## src/rtl/trace_capture_if.sv

```systemverilog
// Read-side valid/ready channel of the trace FIFO.
// The master (trace_capture) presents the head entry; the slave (reader) accepts it.
interface trace_capture_if;
  logic        rd_valid;
  logic [36:0] rd_data;
  logic        rd_ready;

  modport master (output rd_valid, output rd_data, input rd_ready);
  modport slave  (input rd_valid, input rd_data, output rd_ready);
endinterface

```

## src/rtl/trace_capture.sv

```systemverilog
// Instruction-trace capture: arm/trigger FSM feeding a first-word-fall-through FIFO
// of {pc, ir, rq0} records, one record per processor decode.
//
// state   | meaning
// IDLE    | out of reset, waiting for arm
// ARMED   | flushed, waiting for a decode that satisfies the trigger
// CAPTURE | every decode is pushed; halt stops capture
// STOPPED | capture finished, FIFO still drains, waiting for re-arm
module trace_capture #(
  parameter int         DEPTH        = 8,
  parameter int         AW           = 3,
  parameter logic [3:0] DECODE_STATE = 4'd2,
  parameter logic [3:0] HALT_STATE   = 4'd7
) (
  input  logic               clock,
  input  logic               reset,
  input  logic               arm,
  input  logic               trig_any,
  input  logic [4:0]         trig_pc,
  input  logic [15:0]        ir_out,
  input  logic [4:0]         pc_out,
  input  logic [3:0]         state_o,
  input  logic [15:0]        rq0,
  trace_capture_if.master    rd,
  output logic [1:0]         cap_state,
  output logic [AW:0]        count,
  output logic               overflow
);

  localparam logic [1:0] S_IDLE    = 2'b00;
  localparam logic [1:0] S_ARMED   = 2'b01;
  localparam logic [1:0] S_CAPTURE = 2'b10;
  localparam logic [1:0] S_STOPPED = 2'b11;

  localparam logic [AW:0] FULL_COUNT = (AW+1)'(DEPTH);

  logic [36:0]   mem [DEPTH];
  logic [AW-1:0] wr_ptr;
  logic [AW-1:0] rd_ptr;
  logic [3:0]    prev_state;
  logic [1:0]    state_nx;

  logic        dev;
  logic        hev;
  logic        trig_hit;
  logic        push_req;
  logic        push_ok;
  logic        push_drop;
  logic        pop;
  logic        full;
  logic [36:0] record;

  // Edge-detect on the processor state so a multi-cycle decode yields one event.
  assign dev      = (state_o == DECODE_STATE) && (prev_state != DECODE_STATE);
  assign hev      = (state_o == HALT_STATE) && (prev_state != HALT_STATE);
  assign trig_hit = trig_any || (pc_out == trig_pc);
  assign record   = {pc_out, ir_out, rq0};

  assign rd.rd_valid = (count != '0);
  assign rd.rd_data  = mem[rd_ptr];

  assign full = (count == FULL_COUNT);
  assign pop  = rd.rd_valid && rd.rd_ready;

  // arm wins over any same-cycle event, so it gates the push request entirely.
  assign push_req = !arm && dev &&
                    ((cap_state == S_CAPTURE) || ((cap_state == S_ARMED) && trig_hit));
  assign push_ok   = push_req && (!full || pop);
  assign push_drop = push_req && full && !pop;

  always_comb begin
    state_nx = cap_state;
    if (arm) begin
      state_nx = S_ARMED;
    end else begin
      case (cap_state)
        S_ARMED:   if (dev && trig_hit) state_nx = S_CAPTURE;
        S_CAPTURE: if (hev) state_nx = S_STOPPED;
        default:   state_nx = cap_state;
      endcase
    end
  end

  always_ff @(posedge clock or negedge reset) begin
    if (!reset) begin
      cap_state  <= S_IDLE;
      prev_state <= '0;
      wr_ptr     <= '0;
      rd_ptr     <= '0;
      count      <= '0;
      overflow   <= 1'b0;
      for (int i = 0; i < DEPTH; i++) mem[i] <= '0;
    end else begin
      cap_state  <= state_nx;
      prev_state <= state_o;
      if (arm) begin
        wr_ptr   <= '0;
        rd_ptr   <= '0;
        count    <= '0;
        overflow <= 1'b0;
      end else begin
        if (push_ok) begin
          mem[wr_ptr] <= record;
          wr_ptr      <= wr_ptr + 1'b1;
        end
        if (push_drop) overflow <= 1'b1;
        if (pop) rd_ptr <= rd_ptr + 1'b1;
        // Simultaneous push and pop leaves the occupancy unchanged, even when full.
        case ({push_ok, pop})
          2'b10:   count <= count + 1'b1;
          2'b01:   count <= count - 1'b1;
          default: count <= count;
        endcase
      end
    end
  end

endmodule

```

## src/flat_wrapper.sv

```systemverilog
// flat-port wrapper written by rule: the top's interface ports become plain ports
module trace_capture_flat 
#(
  parameter int         DEPTH        = 8,
  parameter int         AW           = 3,
  parameter logic [3:0] DECODE_STATE = 4'd2,
  parameter logic [3:0] HALT_STATE   = 4'd7
)
  (clock, reset, arm, trig_any, trig_pc, ir_out, pc_out, state_o, rq0, cap_state, count, overflow, rd_rd_valid, rd_rd_data, rd_rd_ready);
  trace_capture_if rd_i ();
  input  logic clock;
  input  logic reset;
  input  logic arm;
  input  logic trig_any;
  input  logic [4:0] trig_pc;
  input  logic [15:0] ir_out;
  input  logic [4:0] pc_out;
  input  logic [3:0] state_o;
  input  logic [15:0] rq0;
  output logic [1:0] cap_state;
  output logic [AW:0] count;
  output logic overflow;
  output wire logic [$bits(rd_i.rd_valid)-1:0] rd_rd_valid;
  output wire logic [$bits(rd_i.rd_data)-1:0] rd_rd_data;
  input wire logic [$bits(rd_i.rd_ready)-1:0] rd_rd_ready;
  assign rd_rd_valid = rd_i.rd_valid;
  assign rd_rd_data = rd_i.rd_data;
  assign rd_i.rd_ready = rd_rd_ready;
  trace_capture #(.DEPTH(DEPTH), .AW(AW), .DECODE_STATE(DECODE_STATE), .HALT_STATE(HALT_STATE)) u_core (.clock(clock), .reset(reset), .arm(arm), .trig_any(trig_any), .trig_pc(trig_pc), .ir_out(ir_out), .pc_out(pc_out), .state_o(state_o), .rq0(rq0), .rd(rd_i), .cap_state(cap_state), .count(count), .overflow(overflow));
endmodule
```

## config.mk

```make
export PLATFORM = sky130hd
export DESIGN_NAME = trace_capture_flat
export DESIGN_NICKNAME = d
export VERILOG_FILES = /design/src/rtl/trace_capture_if.sv /design/src/rtl/trace_capture.sv /design/src/flat_wrapper.sv
export SDC_FILE = /design/constraint.sdc
export NUM_CORES = 1
export LEC_CHECK = 0
export ABC_AREA = 1
export BUFFER_PORTS_ARGS = -buffer_cell sky130_fd_sc_hd__buf_2
export CAP_MARGIN = 15
export CORE_MARGIN = 4
export CORE_UTILIZATION = 45
export DETAILED_ROUTE_END_ITERATION = 8
export GPL_ROUTABILITY_DRIVEN = 0
export PLACE_DENSITY = 0.58
export SLEW_MARGIN = 40
export SYNTH_ARGS = -nofsm -noshare
export SYNTH_HDL_FRONTEND = slang
export SYNTH_SLANG_ARGS = --single-unit
```

## constraint.sdc

```tcl
create_clock -name clock -period 2.8 [get_ports clock]
set_input_delay 0.42 -clock clock [delete_from_list [all_inputs] [get_ports clock]]
set_output_delay 0.42 -clock clock [all_outputs]
set_load 0.005 [all_outputs]
```

==> Word level (Yosys, flattened, before mapping) <==
Cells that the tools add are included.
{ "classes": {"addsub": 4, "n_lt_le_gt_ge": 3, "n_eq_ne": 12, "mux": 18, "n_bitwise": 3, "n_reduce_logical": 25} }
{ "op_table": {"columns": ["op", "n"], "rows": [
  ["296-bit bitwise mux", 1],
  ["37-bit binary-select mux with 3-bit select", 1],
  ["37-bit demux with 3-bit select", 1],
  ["37-bit 2-to-1 mux", 3],
  ["3-bit 2-to-1 mux", 4],
  ["1-bit logical AND", 11],
  ["4-bit greater-or-equal comparator, second input constant", 2],
  ["3-bit inverter with 4-bit output", 2],
  ["4-bit case mux with 2 select lines", 1],
  ["3-bit by 1-bit adder with 3-bit output, second input constant", 2],
  ["2-bit 2-to-1 mux", 3],
  ["2-bit nonzero test", 3],
  ["3-bit nonzero test", 2],
  ["5-bit equality test", 1],
  ["4-bit by 1-bit adder with 4-bit output, second input constant", 1],
  ["2-bit by 1-bit equality test with 1-bit output, second input constant", 2],
  ["2-bit equality test, second input constant", 2],
  ["4-bit by 2-bit equality test with 1-bit output, second input constant", 1],
  ["4-bit by 3-bit equality test with 1-bit output, second input constant", 1],
  ["4-bit equality test, second input constant", 1],
  ["4-bit by 1-bit < comparator with 1-bit output, second input constant", 1],
  ["4-bit 2-to-1 mux", 1],
  ["4-bit by 2-bit inequality test with 1-bit output, second input constant", 1],
  ["4-bit by 3-bit inequality test with 1-bit output, second input constant", 1],
  ["11 further kinds", 16]
]} }
{ "totals": {"reg_bits": 313, "in_bits": 51, "out_inout_bits": 45, "elab_cells": 79} }

==> Longest topological paths before layout <==
Gate-level depths: netlist of run 1.
{ "depth": {"word_depth": 9, "mapped_depth": 20, "ltp_nobuf": 19} }

==> Worst setup path before layout of run 1 <==
No wires, ideal clock.
{ "synth_timing": {"kind": "input -> register", "from": "input port pc_out[0]", "to": "register u_core.count[3]", "setup_ns": 0.117, "arrival_ns": 1.959, "required_time_ns": 2.683, "slack_ns": 0.724, "path_stages": 19, "cell_sequence": "inv_2 > o21ai_0 > inv_1 > nand3_1 > nand2_1 > nand2_1 > nand2_1 > nand3_4 > buf_6 > nand2_4 > inv_1 > ha_1 > nand2_1 > inv_1 > nand3_1 > nand2_1 > nand2_1 > nand3_1 > nand2_1"} }
{ "synth_between": {"elab_chain_cells": 9, "word_cells_on_any_way": 11} }
{ "synth_rtl": {"columns": ["element", "line", "source"], "rows": [
  ["from (decl)", "flat_wrapper.sv:17", "input logic [4:0] pc_out;"],
  ["5-bit equality test (*)", "trace_capture.sv:56", "assign trig_hit = trig_any || (pc_out == trig_pc);"],
  ["1-bit logical OR (*)", "trace_capture.sv:56", null],
  ["1-bit logical AND (*)", "trace_capture.sv:67", "((cap_state == S_CAPTURE) || ((cap_state == S_ARMED) && trig_hit));"],
  ["1-bit logical OR (*)", "trace_capture.sv:67", null],
  ["1-bit logical AND (*)", "trace_capture.sv:66", "assign push_req = !arm && dev &&"],
  ["1-bit logical AND (*)", "trace_capture.sv:68", "assign push_ok = push_req && (!full || pop);"],
  ["2-bit by 1-bit equality test with 1-bit output / 2-bit equality test (equally long branches)", "trace_capture.sv:109", "case ({push_ok, pop})"],
  ["4-bit case mux with 2 select lines", "trace_capture.sv:109", null],
  ["4-bit 2-to-1 mux", "trace_capture.sv:96", "if (arm) begin"],
  ["to (signal assigned)", "trace_capture.sv:110", "2'b10: count <= count + 1'b1;"],
  ["to (signal assigned)", "trace_capture.sv:111", "2'b01: count <= count - 1'b1;"],
  ["to (signal assigned)", "trace_capture.sv:112", "default: count <= count;"],
  ["to (decl)", "trace_capture.sv:26", "output logic [AW:0] count,"]
]} }
Every way passes the cells marked *; elsewhere a longest branch is shown, timed or not.
A chain may end at the register's enable or synchronous reset.

==> Worst setup path after layout of run 1 <==
{ "layout_timing": {"from": "register u_core.rd_ptr[0]", "to": "output port rd_rd_data[36]"} }
{ "layout_between": {"elab_chain_cells": 4} }
{ "layout_rtl": {"columns": ["element", "line", "source"], "rows": [
  ["from (decl)", "trace_capture.sv:39", "logic [AW-1:0] rd_ptr;"],
  ["from (signal assigned)", "trace_capture.sv:107", "if (pop) rd_ptr <= rd_ptr + 1'b1;"],
  ["3-bit inverter with 4-bit output (implied by the code)", "trace_capture.sv:60", "assign rd.rd_data = mem[rd_ptr];"],
  ["37-bit binary-select mux with 3-bit select", "trace_capture.sv:60", null],
  ["37-bit 2-to-1 mux (implied by the code) (2 in a row)", "trace_capture.sv:60", null],
  ["to (decl)", "flat_wrapper.sv:24", "output wire logic [$bits(rd_i.rd_data)-1:0] rd_rd_data;"]
]} }
Every way passes these cells. The select of a mux whose other input is x is not followed.

==> results.md, run 1 <==
- Worst hold path class: input port to register
- Antenna cells: 0
- I/O pin cnt: 96
- Nets@finish: 1785
- Setup violation total in the final timing report: 0
- Worst setup SP type: register
- Sw Ratio: 0.302
- Crit-path max FO: 54
- Die width: 184 um
- Worst setup path category: register to primary output
- FF+latch count, synth: 313
- CTS tree: yes
- Hold Startpoint: state_o[3]
- Mapped Area: 0.0140 mm^2
- Antenna viol nets, final: 0
- WP data required: 2380 ps
- Worst hold endpoint: u_core.prev_state[3]$_DFF_PN0_
- Max transition margin: 0.595
- Clk Latency, worst-skew pair: 510 ps
- Total chip power: 0.0121 W
- GRT Overall Usage: 0.211
- Worst Hold Depth: 1
- Cell-internal power: approximately 0.0085 W
- Outcome: completed
- Crit-path cells: buf_16 -> o21ai_0 -> o22ai_1 -> nor2_1 -> a31oi_1 -> buf_2
- Layout Utilization: 0.524
- Peak supply drop: 0.441 mV
- Post-DP HPWL: 20400 um
- Post-placement cell area: 0.0149 mm^2
- CTS root buffer: clkbuf_16
- Vias in the first global route: 11200
- Max-slew violations: 0
- Crit path arrival time: 2220 ps
- IO Port Bufs: 95
- Critical R2R Launch: u_core.count[0]$_DFFE_PN0P_
- Die Y: 184 um
- Number of cells on the worst reg-to-reg path: 14
- CP Capture Type: primary output
- Largest net degree at the start of global routing: between 90 and 100
- FP Rows: 64
- Layout cells sized above 1: 0.120
- Switching pwr: between 0.003 and 0.004 W
- Synthesized area per cell: 8.31 um^2
- Final wirelength: roughly 35000 um
- Clk_skew: approximately 17 ps
- DIE AREA: 0.0339 mm^2
- Synth warnings: 0
- Pleak: 7.54 nW
- CP delay by family, top: compound AO/OA/AOI/OAI gates
- Total gr overflow: 0
- Vias per inst: 5.31
- Combinational power share: 0.232
- Fin crit period: between 2000 and 3000 ps
- Final hold violation count: 0
- Slowest CP cell: dfrtp_4
- DRC violations left: 0
- Reg-to-reg slack, setup: 620 ps
- Starting Density: 0.456
- CTS buffer count: 35
- PwrDens: 757 mW/mm^2
- Sequential share of the synthesized area: 0.561
- Initial antenna violation count: 0
- First-pass GRT wire length: 58800 um
- Clock Path Buffers: 3
- RSZ-0062 raised after global routing: false
- Per-cell routed wire length: ~16 um
- First-iteration detailed-routing DRC count: 924
- Yosys cell types: 29
- Gate Count Post-Synth: approximately 1700
- Clock Sinks: between 300 and 400
- Crit-path max cell delay: 550 ps
- Core Box Area: 0.0306 mm^2
- Syn-to-layout area delta: 14.8%
- Sequential Power Share: 0.398
- Actual slew at the worst max-slew pin: 607 ps
- TritonRoute pass-1 iters: 5
- Final non-filler cell area: 0.0160 mm^2
- Worst-path clk slew: 60 ps
- Max_cap viols: 0
- Clock power frac: 0.371
- FF-to-FF End: u_core.count[3]$_DFFE_PN0P_
- Fin crit share: 0.942
- Routed vias: approximately 11000
- Setup tns final: 0 ps
- Syn Nets: 1735
- Worst path bufs/invs: 2
- Max Freq: 379 MHz
- H-Tree Depth: 2
## flip-flops by register name, indices dropped and copies added (netlist names)
name,cells
u_core.cap_state,2
u_core.count,4
u_core.mem,296
u_core.overflow,1
u_core.prev_state,4
u_core.rd_ptr,3
u_core.wr_ptr,3
## worst max-delay path by stage
stage                                             from                     endpoint  cells past startpoint
final                     u_core.rd_ptr[0]$_DFFE_PN0P_               rd_rd_data[36]                      6
after global routing      u_core.rd_ptr[0]$_DFFE_PN0P_               rd_rd_data[33]                      7
after CTS                 u_core.rd_ptr[0]$_DFFE_PN0P_               rd_rd_data[36]                      5
after detailed placement                     pc_out[0]  u_core.count[3]$_DFFE_PN0P_                     19
after global placement                       pc_out[0]  u_core.count[3]$_DFFE_PN0P_                     19
after floorplan                              pc_out[0]  u_core.count[3]$_DFFE_PN0P_                     19
## layout by cell type, fill, tap and decap left out, types with 4 or more instances in the layout
cell       instances
o22ai_1           37
clkinv_2           6
clkbuf_8           4
inv_1             59
clkbuf_16         37
inv_2              7
dfrtp_1          311
ha_1               4
buf_2             94
nand2_1          332
clkbuf_1          11
a21oi_1            4
buf_12            13
nand2_2            9
a31oi_1           37
nand3_1            9
o21ai_0          195
o21ai_1          259
buf_4             21
nor2_1           274
## metal layers
| layer | up-vias | wire (um) | track usage |
|---|---|---|---|
| li1 | 5683 | - | - |
| met1 | 5449 | 16800 | 0.296 |
| met2 | 227 | 16600 | 0.355 |
| met3 | 45 | 1350 | 0.0264 |
| met4 | 0 | 512 | 0.0479 |
| met5 | - | 0 | 0 |
## per-stage QoR
stage / setup WS, ps / std cells / hold slack, ps
after floorplan: 724 / 1680 / 124
after global placement: 418 / 2086 / 281
after detailed placement: 389 / 2086 / 278
after CTS: -93.1 / 2147 / 24.1
after global routing: 21.6 / 2149 / 34.6
final: 161 / 2149 / 50.3
## worst register-to-register path, stage by stage, from the launching register on
cell and delay (ps):
dfrtp_1 440, nor2_2 140, nand3_2 90, nand2_2 150
nand4_1 200, nand3_4 250, nand2_4 80, inv_1 60
ha_1 250, nand2_1 80, inv_1 40, nand3_1 90
nand3_1 80, nand3_1 80, nand2_1 50
## cells by family after synthesis
logic type,synth area share
mux,0.000806
simple gates,0.177
flops,0.561
buf+inv,0.0580
fa+ha+maj,0.00358
compound gates,0.200
## cells in the mapped netlist (all sizes together)
library cell | count | share of area
dfrtp | 313 | 0.56
a21oi | 4 | 0.0014
nand3 | 12 | 0.0059
a311oi | 1 | 0.00063
nand2 | 342 | 0.093
o22ai | 37 | 0.017
nand4 | 3 | 0.0013
nor3 | 2 | 0.00072
a31oi | 37 | 0.017
inv | 68 | 0.018
ha | 4 | 0.0036
clkbuf | 58 | 0.016
mux2 | 1 | 0.00081
a211oi | 2 | 0.0011
o21ai | 454 | 0.16
a21boi | 1 | 0.00054
nor2 | 278 | 0.077
buf | 63 | 0.024
## timing repair
item / in CTS / in global routing
endpoints found under the hold margin: 18 / 0
hold buffers: 1 / 0
pin swaps: 0 / 0
setup buffers: 0 / 2
gates resized for setup: 0 / 6
endpoints found under the setup margin: 19 / 37
## power by group through the flow
stage	Sequential [W]	Combinational (W)	Clock (W)
after floorplan	0.00486	0.00174	0
after detailed placement	0.00492	0.00279	0
final	0.00483	0.00281	0.00450
after global placement	0.00492	0.00278	0
after CTS	0.00484	0.00281	0.00461
after global routing	0.00485	0.00320	0.00479
## final cells by class
| class | instances | area, um^2 |
|---|---|---|
| timing repair buffer | 134 | 975 |
| multi-input combinational | 1178 | 5340 |
| clock buffer | 52 | 1020 |
| clock inverter | 8 | 92.6 |
| tap | 396 | 495 |
| fill | 2910 | 14600 |
| inverter | 68 | 264 |
| sequential | 313 | 7840 |
Note: power is estimated with default switching activity, not from simulation.
==> inputs of run 2 (changes only) <==
--- a/config.mk
+++ b/config.mk
@@ -8,7 +8,6 @@
 export ABC_AREA = 1
 export BUFFER_PORTS_ARGS = -buffer_cell sky130_fd_sc_hd__buf_2
 export CAP_MARGIN = 15
-export CORE_MARGIN = 4
 export CORE_UTILIZATION = 45
 export DETAILED_ROUTE_END_ITERATION = 8
 export GPL_ROUTABILITY_DRIVEN = 0
==> run 2 against run 1 <==
- fmax decreased by 1.3%
- sequential share of layout area is 0.21 points lower
- sequential power hardly changed
- worst setup slack lost 35 ps
- largest power group unchanged
==> results.md, run 2 (same netlist as run 1, synthesis figures left out) <==
- Worst hold endpoint: u_core.prev_state[3]$_DFF_PN0_ (unchanged)
- Actual slew at the worst max-slew pin: 613 ps (was 607 ps)
- Worst hold path class: input port to register (unchanged)
- Starting Density: 0.456 (unchanged)
- Largest net degree at the start of global routing: 76 (was 93)
- Multi-input logic area: 0.00535 mm^2 (was 0.00534 mm^2)
- Layout cells sized above 1: 0.123 (was 0.120)
- Pleak: 7.58 nW (was 7.54 nW)
- CTS tree: yes (unchanged)
- Critical R2R Launch: u_core.count[1]$_DFFE_PN0P_ (was u_core.count[0]$_DFFE_PN0P_)
- Total chip power: 0.0122 W (was 0.0121 W)
- Clk Latency, worst-skew pair: 500 ps (was 510 ps)
- Register Area: 0.00784 mm^2 (unchanged)
- Vias per inst: 5.36 (was 5.31)
- First-iteration detailed-routing DRC count: 788 (was 924)
- Clock Sinks: 313 (unchanged)
- Die Y: 178 um (was 184 um)
- RSZ-0062 raised after global routing: false (unchanged)
- Setup violation total in the final timing report: 0 (unchanged)
- Cell-internal power: 0.00849 W (was 0.00847 W)
- Worst setup SP type: register (unchanged)
- Max_cap viols: 0 (unchanged)
- WP data required: 2380 ps (about the same)
- Worst Hold Depth: 1 (unchanged)
- Switching pwr: 0.00367 W (was 0.00366 W)
- Regs by FF count: u_core.mem: 296 flops, u_core.count: 4 flops, u_core.prev_state: 4 flops (unchanged)
- Combinational power share: 0.238 (was 0.232)
- Reg-to-reg slack, setup: 620 ps (about the same)
- TritonRoute pass-1 iters: 5 (unchanged)
- Worst setup path category: register to primary output (unchanged)
- Total gr overflow: 0 (unchanged)
- Antenna cells: 0 (unchanged)
- GRT Overall Usage: 0.231 (was 0.211)
- Fill count: 2976 (was 2910)
- Clk_skew: 10.2 ps (was 16.9 ps)
- Hold Worst Slack: 53.7 ps (was 50.3 ps)
- Nets@finish: 1789 (was 1785)
- Most common cell after layout, fill and taps aside: nand2_1 (unchanged)
- Crit-path max FO: 62 (was 54)
- Syn-to-layout area delta: 15.3% (was 14.8%)
- Max transition margin: 0.591 (was 0.595)
- Crit path arrival time: 2250 ps (was 2220 ps)
- Die width: 178 um (was 184 um)
- Max-slew violations: 0 (unchanged)
- First-pass GRT wire length: 58100 um (was 58800 um)
- Max Freq: 374 MHz (was 379 MHz)
- Worst-path clk slew: 60 ps (about the same)
- Initial antenna violation count: 0 (unchanged)
- Vias in the first global route: 11100 (was 11200)
- Worst Setup Slack, final: 126 ps (was 161 ps)
- Worst path bufs/invs: 3 (was 2)
- Final wirelength: 35600 um (was 35300 um)
- Post-placement cell area: 0.0149 mm^2 (about the same)
- Slowest CP cell: dfrtp_4 (unchanged)
- Max FFs per register: 296 (unchanged)
- Number of cells on the worst reg-to-reg path: 14 (unchanged)
- Setup tns final: 0 ps (unchanged)
- DIE AREA: 0.0317 mm^2 (was 0.0339 mm^2)
- Clock Path Buffers: 3 (unchanged)
- Sw Ratio: 0.302 (about the same)
- Fin crit period: 2670 ps (was 2640 ps)
- Biggest register: u_core.mem (unchanged)
- Hold Startpoint: state_o[3] (unchanged)
- DRC violations left: 0 (unchanged)
- Peak supply drop: 0.446 mV (was 0.441 mV)
- Routed vias: 11500 (was 11400)
- PwrDens: 756 mW/mm^2 (was 757 mW/mm^2)
- Core Box Area: 0.0306 mm^2 (unchanged)
- Antenna viol nets, final: 0 (unchanged)
- FP Rows: 64 (unchanged)
- Per-cell routed wire length: 16.6 um (was 16.4 um)
- Sequential Power Share: 0.397 (was 0.398)
- Crit-path max cell delay: 560 ps (was 550 ps)
- Most frequent cells in the layout: nand2_1 (332), dfrtp_1 (311), nor2_1 (274) (unchanged)
- I/O pin cnt: 96 (unchanged)
- CTS buffer count: 36 (was 35)
- FF-to-FF End: u_core.count[3]$_DFFE_PN0P_ (unchanged)
- Post-DP HPWL: 19200 um (was 20400 um)
- H-Tree Depth: 2 (unchanged)
- IO Port Bufs: 95 (unchanged)
- Outcome: completed (unchanged)
- Final non-filler cell area: 0.0161 mm^2 (was 0.0160 mm^2)
- CP delay by family, top: buffers and inverters (was compound AO/OA/AOI/OAI gates)
- Crit-path cells: inv_8 -> buf_16 -> o21ai_0 -> o22ai_1 -> nor2_1 -> a31oi_1 -> buf_2 (was buf_16 -> o21ai_0 -> o22ai_1 -> nor2_1 -> a31oi_1 -> buf_2)
- Dpl ws: 373 ps (was 389 ps)
- Fin crit share: 0.955 (was 0.942)
- CTS root buffer: clkbuf_16 (unchanged)
- CP Capture Type: primary output (unchanged)
- Final hold violation count: 0 (unchanged)
- Clock power frac: 0.365 (was 0.371)
==> run 2: changes by cell type in the layout (fill, tap and decap cells not counted), moves of 2 or more <==
cell	change
clkbuf_16	+2
clkbuf_8	+6
buf_6	-3
buf_4	+4
buf_12	-2
buf_16	+2
clkinv_2	-4
bufinv_16	-2
clkbuf_1	-3
==> run 2: area by class of cell <==
cell class / count / area share
Clock buffer: 55 / 0.0679
Inverter: 68 / 0.0165
Sequential cell: 313 / 0.487
Timing Repair Buffer: 137 / 0.0644
Tap cell: 396 / 0.0308
Multi-Input combinational cell: 1178 / 0.332
Clock inverter: 3 / 0.00132
==> run 2: power by group through the flow <==
| stage | Sequential (W) | Combinational, W | Clock [W] |
|---|---|---|---|
| detailed placement | 0.00491 | 0.00280 | 0 |
| floorplan | 0.00486 | 0.00174 | 0 |
| global route | 0.00484 | 0.00328 | 0.00471 |
| CTS | 0.00483 | 0.00282 | 0.00455 |
| global placement | 0.00491 | 0.00280 | 0 |
| finish | 0.00483 | 0.00290 | 0.00444 |
==> run 2: what timing repair did <==
action / CTS / global route
hold endpoints to repair: 66 / 0
setup endpoints to repair: 5 / 20
cloned: 0 / 2
hold buffers: 1 / 0
buffers inserted: 0 / 4
resized for setup: 2 / 5
==> run 2: worst max path at each step <==
stage,from,endpoint,cells after the start,slack (ps)
floorplan,pc_out[0],u_core.count[3]$_DFFE_PN0P_,19,720
global placement,pc_out[0],u_core.count[3]$_DFFE_PN0P_,19,420
detailed placement,pc_out[0],u_core.count[3]$_DFFE_PN0P_,19,370
CTS,u_core.rd_ptr[0]$_DFFE_PN0P_,rd_rd_data[7],7,-5
global route,u_core.rd_ptr[0]$_DFFE_PN0P_,rd_rd_data[15],6,20
finish,u_core.rd_ptr[0]$_DFFE_PN0P_,rd_rd_data[7],7,130
==> run 2: per-stage QoR <==
step                instances  utilization
floorplan                1680            -
global placement         2085        0.486
detailed placement       2085        0.486
CTS                      2144        0.523
global route             2150        0.526
finish                   2150        0.526
==> run 2: layer usage <==
metal,vias up,global-route usage,part of all wire,wire length [um]
met4,0,0.0527,0.014,509
met1,5605,0.315,0.48,16900
li1,5682,-,-,-
met2,207,0.391,0.47,16800
met5,-,0,0,0
met3,38,0.0311,0.038,1340
==> inputs of run 3 (changes only) <==
--- a/config.mk
+++ b/config.mk
@@ -8,6 +8,7 @@
 export ABC_AREA = 1
 export BUFFER_PORTS_ARGS = -buffer_cell sky130_fd_sc_hd__buf_2
 export CAP_MARGIN = 15
+export CORE_ASPECT_RATIO = 0.7
 export CORE_UTILIZATION = 45
 export DETAILED_ROUTE_END_ITERATION = 8
 export GPL_ROUTABILITY_DRIVEN = 0
==> run 3 against run 2 <==
- clock power decreased by 3%
- wire length increased by 4.0%
- fmax decreased by 1.4%
- flip-flop and latch count unchanged
- die area about the same
- hold slack improved by 80 ps
- utilization increased by 0.55 points
- combinational power about the same
- register-to-register slack got worse by 100 ps
- cell count increased by 0.56%
- critical path depth unchanged
- power decreased by 0.82%
==> results.md, run 3 (same netlist as run 1, synthesis figures left out) <==
- Outcome: completed (unchanged)
- Worst path bufs/invs: 3 (unchanged)
- Pleak: 7.55 nW (was 7.58 nW)
- TritonRoute pass-1 iters: 6 (was 5)
- CTS root buffer: clkbuf_16 (unchanged)
- Clk_skew: 27.3 ps (was 10.2 ps)
- Max_cap viols: 0 (unchanged)
- DIE AREA: 0.0317 mm^2 (about the same)
- Layout Cells excl Fill: 2162 (was 2150)
- Clock Sinks: 313 (unchanged)
- DRC violations left: 0 (unchanged)
- Initial antenna violation count: 0 (unchanged)
- Core Box Area: 0.0302 mm^2 (was 0.0306 mm^2)
- First-iteration detailed-routing DRC count: 890 (was 788)
- RSZ-0062 raised after global routing: true (was false)
- Reg-to-reg slack, setup: 520 ps (was 620 ps)
- Critical R2R Launch: u_core.count[0]$_DFFE_PN0P_ (was u_core.count[1]$_DFFE_PN0P_)
- Most common cell after layout, fill and taps aside: nand2_1 (unchanged)
- Regs by FF count: u_core.mem: 296 flops, u_core.count: 4 flops, u_core.prev_state: 4 flops (unchanged)
- Final non-filler cell area: 0.0161 mm^2 (about the same)
- Die Y: 149 um (was 178 um)
- Worst setup path category: register to primary output (unchanged)
- Max FFs per register: 296 (unchanged)
- H-Tree Depth: 1 (was 2)
- Dpl ws: 415 ps (was 373 ps)
- Number of cells on the worst reg-to-reg path: 14 (unchanged)
- Biggest register: u_core.mem (unchanged)
- Post-Place Cells: 2097 (was 2085)
- Crit path arrival time: 2290 ps (was 2250 ps)
- Layout cells sized above 1: 0.121 (was 0.123)
- Worst hold endpoint: u_core.rd_ptr[1]$_DFFE_PN0P_ (was u_core.prev_state[3]$_DFF_PN0_)
- Starting Density: 0.462 (was 0.456)
- Hold Startpoint: arm (was state_o[3])
- Syn-to-layout area delta: 15.1% (was 15.3%)
- IO Port Bufs: 95 (unchanged)
- Post-DP HPWL: 20200 um (was 19200 um)
- CTS buffer count: 31 (was 36)
- Fin crit period: 2710 ps (was 2670 ps)
- Routed vias: 11500 (about the same)
- Per-cell routed wire length: 17.1 um (was 16.6 um)
- Worst hold path class: input port to register (unchanged)
- Nets@finish: 1780 (was 1789)
- GRT Overall Usage: 0.240 (was 0.231)
- Final hold violation count: 0 (unchanged)
- Total chip power: 0.0121 W (was 0.0122 W)
- Crit-path max FO: 26 (was 62)
- Crit-path cells: clkinv_8 -> buf_12 -> o21ai_0 -> o22ai_1 -> nor2_1 -> a31oi_1 -> buf_2 (was inv_8 -> buf_16 -> o21ai_0 -> o22ai_1 -> nor2_1 -> a31oi_1 -> buf_2)
- Fill count: 2922 (was 2976)
- Worst Hold Depth: 2 (was 1)
- WP data required: 2380 ps (about the same)
- Slowest CP cell: dfrtp_4 (unchanged)
- Worst setup SP type: register (unchanged)
- Largest net degree at the start of global routing: 87 (was 76)
- Die width: 213 um (was 178 um)
- Clk Latency, worst-skew pair: 590 ps (was 500 ps)
- Peak supply drop: 0.606 mV (was 0.446 mV)
- FP Rows: 53 (was 64)
- Max Freq: 369 MHz (was 374 MHz)
- FF-to-FF End: u_core.count[3]$_DFFE_PN0P_ (unchanged)
- Post-placement cell area: 0.0149 mm^2 (about the same)
- Fin crit share: 0.969 (was 0.955)
- Worst Setup Slack, final: 87.5 ps (was 126 ps)
- I/O pin cnt: 96 (unchanged)
- Worst-path clk slew: 60 ps (about the same)
- Setup violation total in the final timing report: 0 (unchanged)
- CP Capture Type: primary output (unchanged)
- CTS tree: yes (unchanged)
- Vias in the first global route: 11200 (was 11100)
- Actual slew at the worst max-slew pin: 509 ps (was 613 ps)
- CP delay by family, top: flip-flops (was buffers and inverters)
- Crit-path max cell delay: 560 ps (about the same)
- Clock Path Buffers: 3 (unchanged)
- Most frequent cells in the layout: nand2_1 (332), dfrtp_1 (311), nor2_1 (274) (unchanged)
- Vias per inst: 5.32 (was 5.36)
- Max-slew violations: 0 (unchanged)
- Total gr overflow: 0 (unchanged)
- Final wirelength: 37000 um (was 35600 um)
- First-pass GRT wire length: 60500 um (was 58100 um)
- PwrDens: 750 mW/mm^2 (was 756 mW/mm^2)
- Antenna cells: 0 (unchanged)
- Antenna viol nets, final: 0 (unchanged)
- Setup tns final: 0 ps (unchanged)
- Max transition margin: 0.661 (was 0.591)
[run 3: layout make-up]
class	count	area, um^2	area share
flip-flops and latches	313	7840	0.487
multi-input cells	1178	5340	0.332
repair buffers	133	1050	0.0655
clock buffers	42	887	0.0552
well taps	412	515	0.0321
inverters	68	269	0.0167
clock inverters	16	174	0.0108
[run 3: timing repair]
item                       4_1_cts  5_1_grt
hold endpoints to repair        50        0
cloned                           0        1
hold buffers                     5        0
setup endpoints to repair        4       12
resized for setup                2        6
buffers inserted                 0        1
[run 3: stage by stage]
step           utilization  hold slack [ps]
2_1_floorplan            -              124
3_3_place_gp         0.493              364
3_5_place_dp         0.493              362
4_1_cts              0.530              110
5_1_grt              0.532              130
6_report             0.532              134
[run 3: where the power goes]
| group | switching [W] | total [W] | internal [W] |
|---|---|---|---|
| clock network | 0.00182 | 0.00432 | 0.00250 |
| logic | 0.00181 | 0.00292 | 0.00111 |
| registers | 0.000130 | 0.00482 | 0.00469 |
[run 3: worst max-delay path by stage]
stage / from / endpoint / slack [ps] / cells past startpoint
2_1_floorplan: pc_out[0] / u_core.count[3]$_DFFE_PN0P_ / 720 / 19
3_3_place_gp: pc_out[0] / u_core.count[3]$_DFFE_PN0P_ / 440 / 19
3_5_place_dp: pc_out[0] / u_core.count[3]$_DFFE_PN0P_ / 420 / 19
4_1_cts: u_core.rd_ptr[0]$_DFFE_PN0P_ / rd_rd_data[36] / 40 / 7
5_1_grt: u_core.rd_ptr[1]$_DFFE_PN0P_ / rd_rd_data[13] / -20 / 6
6_report: u_core.rd_ptr[0]$_DFFE_PN0P_ / rd_rd_data[13] / 90 / 7
[run 3: per-layer routing]
layer,global-route usage,vias up,share of wire
met3,0.0379,43,0.051
met4,0.0464,0,0.015
li1,-,5691,-
met5,0,-,0
met1,0.357,5499,0.49
met2,0.374,263,0.45
[run 3: worst reg2reg max path, cell delays in order (launching register included)]
cell and delay (ps):
dfrtp_1 450, nor2_2 150, nand3_2 100, nand2_2 150, nand4_1 210, nand3_4 250
nand2_4 90, inv_1 60, ha_1 250, nand4_1 120, nand2_1 60, inv_1 60
nand3_1 60, nand3_1 90, nand2_1 60
